===== src/rtl/temporizador_bcd_regressivo_pkg.sv =====
// Shared definitions for the BCD countdown timer (MM:SS).
// Holds the FSM state encoding, BCD constants and the per-digit load clamp.
package temporizador_bcd_regressivo_pkg;

    typedef enum logic [1:0] {
        OCIOSO   = 2'd0,
        CONTANDO = 2'd1,
        PAUSADO  = 2'd2
    } estado_t;

    localparam logic [3:0]  BCD_MAX_UNID = 4'd9;
    localparam logic [15:0] ZERO_MMSS    = 16'h0000;

    // Saturates one BCD digit at its maximum legal value.
    function automatic logic [3:0] limita_digito(input logic [3:0] dig,
                                                 input logic [3:0] dig_max);
        return (dig > dig_max) ? dig_max : dig;
    endfunction

endpackage


===== src/rtl/temporizador_bcd_regressivo_decrementador_bcd.sv =====
// One BCD digit of a decrement/borrow chain (combinational).
// Ports:
//   dig_i        current digit value
//   dig_max_i    value the digit wraps to when borrowing past 0
//   borrow_in_i  1 = subtract one from this digit
//   dig_out_o    resulting digit
//   borrow_out_o 1 = this digit wrapped and the next digit must subtract one
module decrementador_bcd (
    input  logic [3:0] dig_i,
    input  logic [3:0] dig_max_i,
    input  logic       borrow_in_i,
    output logic [3:0] dig_out_o,
    output logic       borrow_out_o
);

    always_comb begin
        dig_out_o    = dig_i;
        borrow_out_o = 1'b0;
        if (borrow_in_i) begin
            if (dig_i == 4'd0) begin
                dig_out_o    = dig_max_i;
                borrow_out_o = 1'b1;
            end else begin
                dig_out_o = dig_i - 4'd1;
            end
        end
    end

endmodule


===== src/rtl/temporizador_bcd_regressivo.sv =====
// Two-field BCD countdown timer (MM:SS) used for snooze/countdown.
// Loads a clamped BCD value, decrements once per tick_1hz while counting and
// pulses fim for one cycle when the count reaches 00:00.
// Ports:
//   clk, rst             clock; synchronous active-high reset
//   tick_1hz             one-cycle pulse per second
//   carregar             load carga_min/carga_seg (clamped per digit)
//   carga_min, carga_seg BCD load value, [7:4] tens, [3:0] units
//   iniciar, pausar      start/resume and pause requests
//   min, seg             current registered BCD count
//   ativo                1 while counting
//   fim                  one-cycle pulse at terminal count
//   estado_dbg           current FSM state, for observation
// Handshake: all control inputs are single-cycle level requests sampled on
// the rising edge; there is no back-pressure. Per-cycle priority is
// rst > carregar > pausar > iniciar > tick_1hz; a request that has no effect
// in the current state does not block lower-priority ones.
module temporizador_bcd_regressivo
    import temporizador_bcd_regressivo_pkg::*;
#(
    parameter logic [3:0] MIN_DEZ_MAX = 4'd9,
    parameter logic [3:0] SEG_DEZ_MAX = 4'd5
) (
    input  logic       clk,
    input  logic       rst,
    input  logic       tick_1hz,
    input  logic       carregar,
    input  logic [7:0] carga_min,
    input  logic [7:0] carga_seg,
    input  logic       iniciar,
    input  logic       pausar,
    output logic [7:0] min,
    output logic [7:0] seg,
    output logic       ativo,
    output logic       fim,
    output logic [1:0] estado_dbg
);

    estado_t     estado_q, estado_d;
    logic [15:0] cont_q, cont_d;     // {min, seg}
    logic        ativo_q, ativo_d;
    logic        fim_q, fim_d;

    // Borrow chain: seconds units -> seconds tens -> minutes units -> tens.
    logic [15:0] cont_dec;
    logic [3:0]  borrow;

    decrementador_bcd u_seg_unid (
        .dig_i(cont_q[3:0]),   .dig_max_i(BCD_MAX_UNID), .borrow_in_i(1'b1),
        .dig_out_o(cont_dec[3:0]),   .borrow_out_o(borrow[0])
    );
    decrementador_bcd u_seg_dez (
        .dig_i(cont_q[7:4]),   .dig_max_i(SEG_DEZ_MAX),  .borrow_in_i(borrow[0]),
        .dig_out_o(cont_dec[7:4]),   .borrow_out_o(borrow[1])
    );
    decrementador_bcd u_min_unid (
        .dig_i(cont_q[11:8]),  .dig_max_i(BCD_MAX_UNID), .borrow_in_i(borrow[1]),
        .dig_out_o(cont_dec[11:8]),  .borrow_out_o(borrow[2])
    );
    decrementador_bcd u_min_dez (
        .dig_i(cont_q[15:12]), .dig_max_i(MIN_DEZ_MAX),  .borrow_in_i(borrow[2]),
        .dig_out_o(cont_dec[15:12]), .borrow_out_o(borrow[3])
    );

    logic [15:0] carga_limitada;
    always_comb begin
        carga_limitada = {limita_digito(carga_min[7:4], MIN_DEZ_MAX),
                          limita_digito(carga_min[3:0], BCD_MAX_UNID),
                          limita_digito(carga_seg[7:4], SEG_DEZ_MAX),
                          limita_digito(carga_seg[3:0], BCD_MAX_UNID)};
    end

    // State/count register
    always_ff @(posedge clk) begin
        if (rst) begin
            estado_q <= OCIOSO;
            cont_q   <= ZERO_MMSS;
            ativo_q  <= 1'b0;
            fim_q    <= 1'b0;
        end else begin
            estado_q <= estado_d;
            cont_q   <= cont_d;
            ativo_q  <= ativo_d;
            fim_q    <= fim_d;
        end
    end

    // Next-state logic
    always_comb begin
        estado_d = estado_q;
        cont_d   = cont_q;
        fim_d    = 1'b0;
        if (carregar) begin
            estado_d = OCIOSO;
            cont_d   = carga_limitada;
        end else if (pausar && estado_q == CONTANDO) begin
            estado_d = PAUSADO;
        end else if (iniciar && ((estado_q == OCIOSO && cont_q != ZERO_MMSS) ||
                                 estado_q == PAUSADO)) begin
            estado_d = CONTANDO;
        end else if (tick_1hz && estado_q == CONTANDO && cont_q != ZERO_MMSS) begin
            cont_d = cont_dec;
            if (cont_dec == ZERO_MMSS) begin
                estado_d = OCIOSO;
                fim_d    = 1'b1;
            end
        end
        ativo_d = (estado_d == CONTANDO);
    end

    // Outputs
    always_comb begin
        min        = cont_q[15:8];
        seg        = cont_q[7:0];
        ativo      = ativo_q;
        fim        = fim_q;
        estado_dbg = estado_q;
    end

endmodule


===== config.mk =====
export PLATFORM = sky130hd
export DESIGN_NAME = temporizador_bcd_regressivo
export DESIGN_NICKNAME = d
export VERILOG_FILES = /design/src/rtl/temporizador_bcd_regressivo_pkg.sv /design/src/rtl/temporizador_bcd_regressivo_decrementador_bcd.sv /design/src/rtl/temporizador_bcd_regressivo.sv
export SDC_FILE = /design/constraint.sdc
export NUM_CORES = 1
export LEC_CHECK = 0
export CORE_AREA = 3 3 57 59
export CTS_CLUSTER_SIZE = 16
export DETAILED_ROUTE_END_ITERATION = 12
export DIE_AREA = 0 0 60 62
export PLACE_DENSITY = 0.79
export SLEW_MARGIN = 20
export SYNTH_ARGS = -nofsm -noshare
export SYNTH_HDL_FRONTEND = slang
export SYNTH_SLANG_ARGS = --single-unit
export TNS_END_PERCENT = 1

===== constraint.sdc =====
create_clock -name clk -period 2.6 [get_ports clk]
set_clock_uncertainty 0.1 [all_clocks]
set_input_delay 0.52 -clock clk [delete_from_list [all_inputs] [get_ports clk]]
set_output_delay 0.52 -clock clk [all_outputs]
set_load 0.01 [all_outputs]

==> results of run 1 <==
-- flip-flops by register name, summed over array words and instances, names as in the netlist --
signal      flops
cont_q         16
ativo           1
estado_dbg      2
fim             1
-- power groups by stage --
stage	Clock, uW	Combinational [uW]	Sequential, uW
2_1_floorplan	0	84.6	356
3_3_place_gp	0	182	356
3_5_place_dp	0	187	357
4_1_cts	190	187	350
5_1_grt	197	205	355
6_report	187	187	351
-- per-layer routing --
metal | share of wire | wire, um | GRT usage
met1 | 0.44 | 1540 | 0.239
met2 | 0.47 | 1650 | 0.338
met3 | 0.065 | 225 | 0.0393
met4 | 0.018 | 62 | 0.0728
met5 | 0 | 0 | 0
-- cells by family (layout without fill, tap and decap cells) --
group	count (synthesis)	after routing	share of synthesized area
AO/OA/AOI/OAI	45	45	0.269
flip-flops	20	20	0.335
AND/OR/NAND/NOR	70	70	0.349
buffers and inverters	13	58	0.0471
-- synth_stat cells, types with 2 or more instances --
cell type / number / area share
sky130_fd_sc_hd__o31ai_1: 4 / 0.025
sky130_fd_sc_hd__nor2_1: 10 / 0.031
sky130_fd_sc_hd__a311oi_1: 4 / 0.029
sky130_fd_sc_hd__inv_1: 5 / 0.016
sky130_fd_sc_hd__o311ai_0: 2 / 0.015
sky130_fd_sc_hd__nand4_1: 3 / 0.016
sky130_fd_sc_hd__o21a_1: 2 / 0.013
sky130_fd_sc_hd__a211oi_1: 4 / 0.025
sky130_fd_sc_hd__nand2_1: 10 / 0.031
sky130_fd_sc_hd__and3_1: 3 / 0.016
sky130_fd_sc_hd__or4_1: 8 / 0.050
sky130_fd_sc_hd__o21ai_0: 8 / 0.034
sky130_fd_sc_hd__or3_1: 4 / 0.021
sky130_fd_sc_hd__clkbuf_1: 6 / 0.019
sky130_fd_sc_hd__o211ai_1: 2 / 0.013
sky130_fd_sc_hd__nor4_1: 5 / 0.026
sky130_fd_sc_hd__nor3_1: 5 / 0.021
sky130_fd_sc_hd__nor2b_1: 2 / 0.010
sky130_fd_sc_hd__or2_2: 2 / 0.010
sky130_fd_sc_hd__nand3_1: 5 / 0.021
sky130_fd_sc_hd__nand3b_1: 4 / 0.025
sky130_fd_sc_hd__a31oi_1: 2 / 0.010
sky130_fd_sc_hd__a21oi_1: 7 / 0.029
sky130_fd_sc_hd__dfxtp_1: 20 / 0.34
-- path summary, 6_finish.rpt --
| path | end | cells after the start | startpoint |
|---|---|---|---|
| setup reg to reg | cont_q[12]$_SDFFE_PP0P_ | 4 | cont_q[0]$_SDFFE_PP0P_ |
| setup / recovery | cont_q[12]$_SDFFE_PP0P_ | 4 | cont_q[0]$_SDFFE_PP0P_ |
| hold reg to reg | cont_q[15]$_SDFFE_PP0P_ | 2 | cont_q[15]$_SDFFE_PP0P_ |
| hold / removal | cont_q[15]$_SDFFE_PP0P_ | 2 | cont_q[15]$_SDFFE_PP0P_ |
-- cell type report --
class,instances,area share
Multi-Input combinational cell,115,0.434
Timing Repair Buffer,48,0.272
Sequential cell,20,0.236
Tap cell,31,0.0228
Clock buffer,4,0.0214
Inverter,6,0.0133
-- critical path, delay by kind of cell (launching register included) --
| family | cells | cell delay, ps |
|---|---|---|
| flops | 1 | 400 |
| simple gates | 3 | 1440 |
| compound gates | 1 | 250 |
-- stage by stage --
stage          instance area, um2  instances  total power (uW)
2_1_floorplan                1190        148               441
3_3_place_gp                 1660        220               538
3_5_place_dp                 1660        220               543
4_1_cts                      1700        224               727
5_1_grt                      1700        224               756
6_report                     1700        224               725
==> impl_metrics.py, run 1 <==
metrics = {
    "sta": {
        "unrepaired_setup_endpoints_after_global_routing": "no",
        "tightestPinTransition_ps": 568,
        "timing.final.hold_violations": 0,
        "final_max_slew_viol_count": 0,
        "hold-worst-slack_ps": 443,
        "postLayoutSetupSlackWorst_ps": 323,
        "max_clock_freq_ghz": 0.439,
        "final-setup-viol-count": 0,
        "final.period_utilization": 0.876,
        "final_total_negative_setup_slack_ps": 0,
        "max_slew_margin": 0.618,
        "finalWorstPathRequiredPeriod_ps": 2280,
    },
    "clock_network": {
        "cts_repair_resize_count": 0,
        "post_cts.repair.setup_buffers": 0,
        "htreeDepth": 1,
        "clock_path_buffers": 2,
        "cts_tree": "yes",
        "cts.clk_slew.worst_paths_ps": 110,
        "cts-buffers-inserted": 3,
        "cts.sink_count": 20,
        "clock-root-buffer": "sky130_fd_sc_hd__clkbuf_4",
        "clock_latency_reported_for_the_late_side_of_the_worst_skew_pair_ps": 310,
        "holdBufCountCts": 0,
    },
    "pwr": {
        "netSwitchingPower_uw": 213,
        "seqPwrFrac": 0.484,
        "clockPowerShare": 0.258,
        "switching_share": 0.293,
        "p_leak_uw": 0.000595,
        "vdd_drop_max_mv": 0.385,
        "intPower_uw": 512,
        "comb_power_share": 0.258,
        "cellPowerDensity_nw_per_um2": 427,
    },
    "setup_path": {
        "timing.critical_path.from_type": "register",
        "crit_arrival_ps": 2410,
        "timing.critical_path.to_type": "register",
        "timing.critical_path.fanout_max": 13,
        "slowest_stage": "sky130_fd_sc_hd__or4_4",
        "crit_required_ps": 2730,
        "path_class": "register to register",
        "worst_path_cell_trace": "or4_4 -> or3_4 -> or4_1 -> a311oi_1",
        "cp_slowest_stage_delay_ps": 570,
        "regToRegSetupSlack_ps": 320,
    },
    "synthesis": {
        "synthesis.instances": 148,
        "yosys_warn_count": 0,
        "synth_seq_cells": 20,
        "synth_area_per_cell_um2": 8.07,
        "syn-num-nets": 170,
        "synth.cell_area_um2": 1190,
        "yosys_most_used_dff": "sky130_fd_sc_hd__dfxtp_1",
        "synth_async_sr_flop_share": 0,
        "number_of_flops_mapped_to_enable_cells_by_yosys": 0,
        "synth_seq_area_share": 0.335,
        "yosysUniqueCellTypes": 45,
    },
    "routing": {
        "routed_wl_um": 3480,
        "avgViaCountPerCell": 6.24,
        "initialDrtViolationCount": 36,
        "num_vias": 1397,
        "drt_pass1_iterations": 5,
        "routedWlPerCell_um": 15.5,
        "post-route-drc-count": 0,
        "antenna_left": 0,
    },
    "job": {
        "drv_cap": 0,
    },
    "global_route": {
        "grt_max_degree": 14,
        "grt_first_pass_wirelength_um": 5520,
        "grt_use_total": 0.195,
        "initial_antenna_violation_count": 0,
        "via_count_of_the_first_global_routing_pass": 1238,
        "overflow": 0,
    },
    "final_layout": {
        "net_count_final": 216,
        "area_of_combinational_cells_with_multiple_inputs_um2": 738,
        "finalCoreUtilization": 0.616,
        "number_of_antenna_repair_diodes": 0,
        "share_of_cells_above_drive_strength_1": 0.0881,
        "seqCellArea_um2": 400,
        "layout.filler_cells": 251,
        "layout.cells.most_common": "sky130_fd_sc_hd__clkdlybuf4s50_1",
        "syn_to_final_growth_pct": 42.2,
        "layout_common_cells": "sky130_fd_sc_hd__clkdlybuf4s50_1, sky130_fd_sc_hd__dfxtp_1, sky130_fd_sc_hd__nor2_1, sky130_fd_sc_hd__nand2_1",
    },
    "floorplan": {
        "core-area_um2": 2760,
        "die_height_um": 62,
        "initial_utilization": 0.433,
        "rows": 19,
        "floorplan.io_pins": 42,
        "dieArea_um2": 3720,
        "die_width_um": 60,
    },
    "placement": {
        "routability_congestion_estimate_from_global_placement": 0.847,
        "post-dp-hpwl_um": 2660,
        "post-place-ws_ps": 106,
        "io_buffer_count": 41,
    },
    "run_status": {
        "status": "completed",
    },
    "min_path": {
        "hold_path.class": "register to register",
    },
}
No activity file was read; power rests on OpenSTA's default activity.
==> run 2, diff against run 1 <==
Settings changed: CORE_AREA 3 3 57 59 to 3 3 55 57, CTS_BUF_LIST set to sky130_fd_sc_hd__clkbuf_8, DIE_AREA 0 0 60 62 to 0 0 58 60, PLACE_DENSITY 0.79 to 0.84.
==> impl_metrics.py, run 2 (synthesis results as in run 1) <==
metrics = {
    "run_status": {
        "status": "completed",
    },
    "clock_network": {
        "cts-buffers-inserted": 3,
        "post_cts.repair.setup_buffers": 0,
        "clock_latency_reported_for_the_late_side_of_the_worst_skew_pair_ps": 260,
        "cts.clk_slew.worst_paths_ps": 80,
        "cts_tree": "yes",
        "cts_repair_resize_count": 0,
        "htreeDepth": 1,
        "clock-root-buffer": "sky130_fd_sc_hd__clkbuf_8",
        "clock_path_buffers": 2,
        "cts.sink_count": 20,
        "holdBufCountCts": 0,
    },
    "setup_path": {
        "timing.critical_path.fanout_max": 13,
        "worst_path_cell_trace": "or4_4 -> or3_4 -> or4_1 -> a311oi_1",
        "r2r-start": "cont_q[0]$_SDFFE_PP0P_",
        "r2r_end": "cont_q[12]$_SDFFE_PP0P_",
        "regToRegSetupSlack_ps": 330,
        "timing.critical_path.from_type": "register",
        "timing.critical_path.to_type": "register",
        "rr_worst_depth": 4,
        "crit_required_ps": 2670,
        "cp_slowest_stage_delay_ps": 570,
        "crit_arrival_ps": 2340,
        "slowest_stage": "sky130_fd_sc_hd__or4_4",
        "path_class": "register to register",
    },
    "final_layout": {
        "net_count_final": 215,
        "largest-register": "cont_q",
        "finalCoreUtilization": 0.678,
        "layout.filler_cells": 233,
        "number_of_antenna_repair_diodes": 0,
        "layout.cells.most_common": "sky130_fd_sc_hd__clkdlybuf4s50_1",
        "share_of_cells_above_drive_strength_1": 0.0833,
        "layout_common_cells": "sky130_fd_sc_hd__clkdlybuf4s50_1, sky130_fd_sc_hd__dfxtp_1, sky130_fd_sc_hd__nor2_1, sky130_fd_sc_hd__nand2_1",
        "largest_register_ffs": 16,
        "syn_to_final_growth_pct": 43.0,
        "area_of_combinational_cells_with_multiple_inputs_um2": 738,
        "seqCellArea_um2": 400,
    },
    "sta": {
        "timing.final.hold_violations": 0,
        "tightestPinTransition_ps": 705,
        "final_total_negative_setup_slack_ps": 0,
        "unrepaired_setup_endpoints_after_global_routing": "no",
        "final.period_utilization": 0.875,
        "max_clock_freq_ghz": 0.440,
        "max_slew_margin": 0.525,
        "finalWorstPathRequiredPeriod_ps": 2270,
        "hold-worst-slack_ps": 437,
        "final-setup-viol-count": 0,
        "final_max_slew_viol_count": 0,
    },
    "floorplan": {
        "floorplan.io_pins": 42,
        "dieArea_um2": 3480,
        "die_height_um": 60,
        "rows": 18,
        "initial_utilization": 0.474,
        "core-area_um2": 2520,
        "die_width_um": 58,
    },
    "routing": {
        "initialDrtViolationCount": 30,
        "post-route-drc-count": 0,
        "routed_wl_um": 3490,
        "drt_pass1_iterations": 4,
        "routedWlPerCell_um": 15.7,
        "avgViaCountPerCell": 6.23,
        "antenna_left": 0,
        "num_vias": 1382,
    },
    "global_route": {
        "initial_antenna_violation_count": 0,
        "grt_max_degree": 14,
        "overflow": 0,
        "grt_first_pass_wirelength_um": 5680,
        "grt_use_total": 0.211,
        "via_count_of_the_first_global_routing_pass": 1323,
    },
    "min_path": {
        "holdPathStages": 2,
        "hold-path-endpoint": "cont_q[15]$_SDFFE_PP0P_",
        "holdCritStartpoint": "cont_q[15]$_SDFFE_PP0P_",
        "hold_path.class": "register to register",
    },
    "placement": {
        "routability_congestion_estimate_from_global_placement": 0.815,
        "io_buffer_count": 41,
        "post-dp-hpwl_um": 2680,
    },
    "pwr": {
        "cellPowerDensity_nw_per_um2": 453,
        "p_leak_uw": 0.000598,
        "total_power_uw": 775,
        "vdd_drop_max_mv": 0.379,
    },
    "job": {
        "drv_cap": 0,
    },
}
[run 2: cell count changes in the layout (fill, tap and decap cells not counted)]
cell	change
sky130_fd_sc_hd__buf_4	-1
sky130_fd_sc_hd__clkbuf_4	-3
sky130_fd_sc_hd__clkbuf_8	+3
[run 2: power breakdown]
| group | switching (uW) | internal (uW) |
|---|---|---|
| combinational | 83.7 | 101 |
| sequential | 27.1 | 323 |
| clock | 105 | 135 |
| total | 216 | 559 |
[run 2: stage by stage]
stage,cells,instance area [um2],setup slack (ps)
final,222,1710,325
after global routing,222,1710,207
after CTS,222,1710,300
after detailed placement,218,1650,89.3
after global placement,218,1650,143
after floorplan,148,1190,403
[run 2: area by class of cell]
| type | count | share of cell area |
|---|---|---|
| well taps | 30 | 0.0220 |
| repair buffers | 47 | 0.266 |
| clock buffers | 4 | 0.0322 |
| multi-input cells | 115 | 0.432 |
| inverters | 6 | 0.0132 |
| flip-flops and latches | 20 | 0.234 |
[run 2: worst max-delay path by stage]
stage / start / to / slack (ps) / depth (start not counted)
after global routing: cont_q[12]$_SDFFE_PP0P_ / cont_q[9]$_SDFFE_PP0P_ / 210 / 4
after detailed placement: pausar / cont_q[12]$_SDFFE_PP0P_ / 90 / 5
after floorplan: cont_q[0]$_SDFFE_PP0P_ / cont_q[10]$_SDFFE_PP0P_ / 400 / 5
after global placement: pausar / cont_q[8]$_SDFFE_PP0P_ / 140 / 5
after CTS: cont_q[0]$_SDFFE_PP0P_ / cont_q[12]$_SDFFE_PP0P_ / 300 / 4
final: cont_q[0]$_SDFFE_PP0P_ / cont_q[12]$_SDFFE_PP0P_ / 330 / 4
[run 2: worst max-delay path: cells and delay by family, from the launching register on]
kind / cells / cell delay [ps]
and+or+nand+nor: 3 / 1430
DFF: 1 / 370
AOI/OAI and AO/OA: 1 / 280
[run 2: layer usage]
| layer | track usage | vias up | part of all wire |
|---|---|---|---|
| met2 | 0.377 | 46 | 0.49 |
| met1 | 0.255 | 656 | 0.45 |
| met4 | 0.0795 | 0 | 0.0083 |
| met5 | 0 | - | 0 |
| met3 | 0.0324 | 4 | 0.052 |
| li1 | - | 676 | - |
==> run 3, diff against run 2 <==
Settings changed: CORE_AREA 3 3 55 57 to 3 3 68 70, DIE_AREA 0 0 58 60 to 0 0 71 73, PLACE_DENSITY 0.84 to 0.65.
==> impl_metrics.py, run 3 (synthesis results as in run 1) <==
metrics = {
    "setup_path": {
        "r2r-start": "cont_q[1]$_SDFFE_PP0P_",
        "timing.critical_path.to_type": "register",
        "timing.critical_path.from": "cont_q[1]$_SDFFE_PP0P_",
        "timing.critical_path.fanout_max": 13,
        "timing.critical_path.from_type": "register",
        "crit_required_ps": 2670,
        "path_class": "register to register",
        "crit_arrival_ps": 2290,
    },
    "final_layout": {
        "final_area_um2": 1750,
        "layout.cells.non_filler": 245,
        "net_count_final": 219,
        "syn_to_final_growth_pct": 46.5,
        "largest-register": "cont_q",
        "layout_common_cells": "sky130_fd_sc_hd__clkdlybuf4s50_1, sky130_fd_sc_hd__dfxtp_1, sky130_fd_sc_hd__nor2_1, sky130_fd_sc_hd__nand2_1, sky130_fd_sc_hd__buf_4",
        "layout.cells.most_common": "sky130_fd_sc_hd__clkdlybuf4s50_1",
        "number_of_antenna_repair_diodes": 0,
        "largest_register_ffs": 16,
        "share_of_cells_above_drive_strength_1": 0.0974,
    },
    "pwr": {
        "vdd_drop_max_mv": 0.172,
        "cellPowerDensity_nw_per_um2": 427,
        "netSwitchingPower_uw": 214,
        "clockPowerShare": 0.277,
        "switching_share": 0.287,
        "intPower_uw": 533,
        "seqPwrFrac": 0.466,
        "comb_power_share": 0.258,
        "p_leak_uw": 0.000611,
    },
    "sta": {
        "max_slew_margin": 0.648,
        "final_total_negative_setup_slack_ps": 0,
        "unrepaired_setup_endpoints_after_global_routing": "no",
        "tightestPinTransition_ps": 523,
        "final-setup-viol-count": 0,
        "final.period_utilization": 0.852,
        "finalWorstPathRequiredPeriod_ps": 2210,
        "max_clock_freq_ghz": 0.452,
        "final_max_slew_viol_count": 0,
        "timing.final.hold_violations": 0,
    },
    "floorplan": {
        "initial_utilization": 0.297,
        "floorplan.io_pins": 42,
        "die_width_um": 71,
        "dieArea_um2": 5180,
        "die_height_um": 73,
        "core-area_um2": 4030,
        "rows": 23,
    },
    "clock_network": {
        "cts.sink_count": 20,
        "cts.clk_slew.worst_paths_ps": 70,
        "post_cts.repair.setup_buffers": 0,
        "htreeDepth": 1,
        "holdBufCountCts": 0,
        "cts_tree": "yes",
        "cts_repair_resize_count": 0,
        "cts-buffers-inserted": 3,
        "clock-root-buffer": "sky130_fd_sc_hd__clkbuf_8",
        "clock_path_buffers": 2,
        "clock_latency_reported_for_the_late_side_of_the_worst_skew_pair_ps": 260,
    },
    "placement": {
        "placed_cell_area_um2": 1710,
        "numPlacedInstances": 242,
        "post-dp-hpwl_um": 2720,
        "routability_congestion_estimate_from_global_placement": 0.855,
        "io_buffer_count": 41,
    },
    "min_path": {
        "hold_path.class": "register to register",
        "holdCritStartpoint": "cont_q[14]$_SDFFE_PP0P_",
    },
    "job": {
        "drv_cap": 0,
    },
    "global_route": {
        "overflow": 0,
        "grt_first_pass_wirelength_um": 5890,
        "via_count_of_the_first_global_routing_pass": 1243,
        "grt_max_degree": 18,
        "initial_antenna_violation_count": 0,
        "grt_use_total": 0.142,
    },
    "routing": {
        "num_vias": 1369,
        "antenna_left": 0,
        "post-route-drc-count": 0,
        "routed_wl_um": 3510,
        "avgViaCountPerCell": 5.59,
        "routedWlPerCell_um": 14.3,
        "initialDrtViolationCount": 124,
        "drt_pass1_iterations": 4,
    },
    "run_status": {
        "status": "completed",
    },
}
## run 3: worst max-delay path, stage by stage, from the launching register on
cell and delay [ps]:
sky130_fd_sc_hd__dfxtp_1 370, sky130_fd_sc_hd__or4_4 550, sky130_fd_sc_hd__or3_4 450, sky130_fd_sc_hd__or4_1 410, sky130_fd_sc_hd__a311oi_1 250
## run 3: final timing paths
check	to	slack [ps]	depth (start not counted)
worst max-delay path	cont_q[8]$_SDFFE_PP0P_	390	4
worst min-delay path	cont_q[14]$_SDFFE_PP0P_	440	2
worst max register to register	cont_q[8]$_SDFFE_PP0P_	390	4
worst min register to register	cont_q[14]$_SDFFE_PP0P_	440	2
## run 3: metal layers
metal  track usage  part of all wire  up-vias
met3        0.0262             0.060        4
li1              -                 -      687
met1         0.198              0.48      632
met2         0.222              0.45       46
met5             0                 0        -
met4        0.0438            0.0083        0
## run 3: cell type report
| type | instances | area, um2 |
|---|---|---|
| timing repair buffer | 51 | 485 |
| tap | 50 | 62.6 |
| sequential | 20 | 400 |
| inverter | 6 | 22.5 |
| clock buffer | 3 | 41.3 |
| fill | 412 | 2280 |
| multi-input combinational | 115 | 738 |
## run 3: power by group through the flow
stage | Combinational (uW) | Sequential [uW] | Clock [uW]
2_1_floorplan | 84.6 | 356 | 0
3_3_place_gp | 192 | 356 | 0
3_5_place_dp | 193 | 355 | 0
4_1_cts | 194 | 348 | 212
5_1_grt | 211 | 353 | 221
6_report | 193 | 348 | 207
## run 3: per-stage QoR
step	setup slack, ps	util	hold slack, ps	total power, uW
after floorplan	403	-	427	441
after global placement	168	0.424	430	548
after detailed placement	144	0.424	423	548
after CTS	376	0.434	439	754
after global routing	236	0.434	465	784
final	386	0.434	442	748
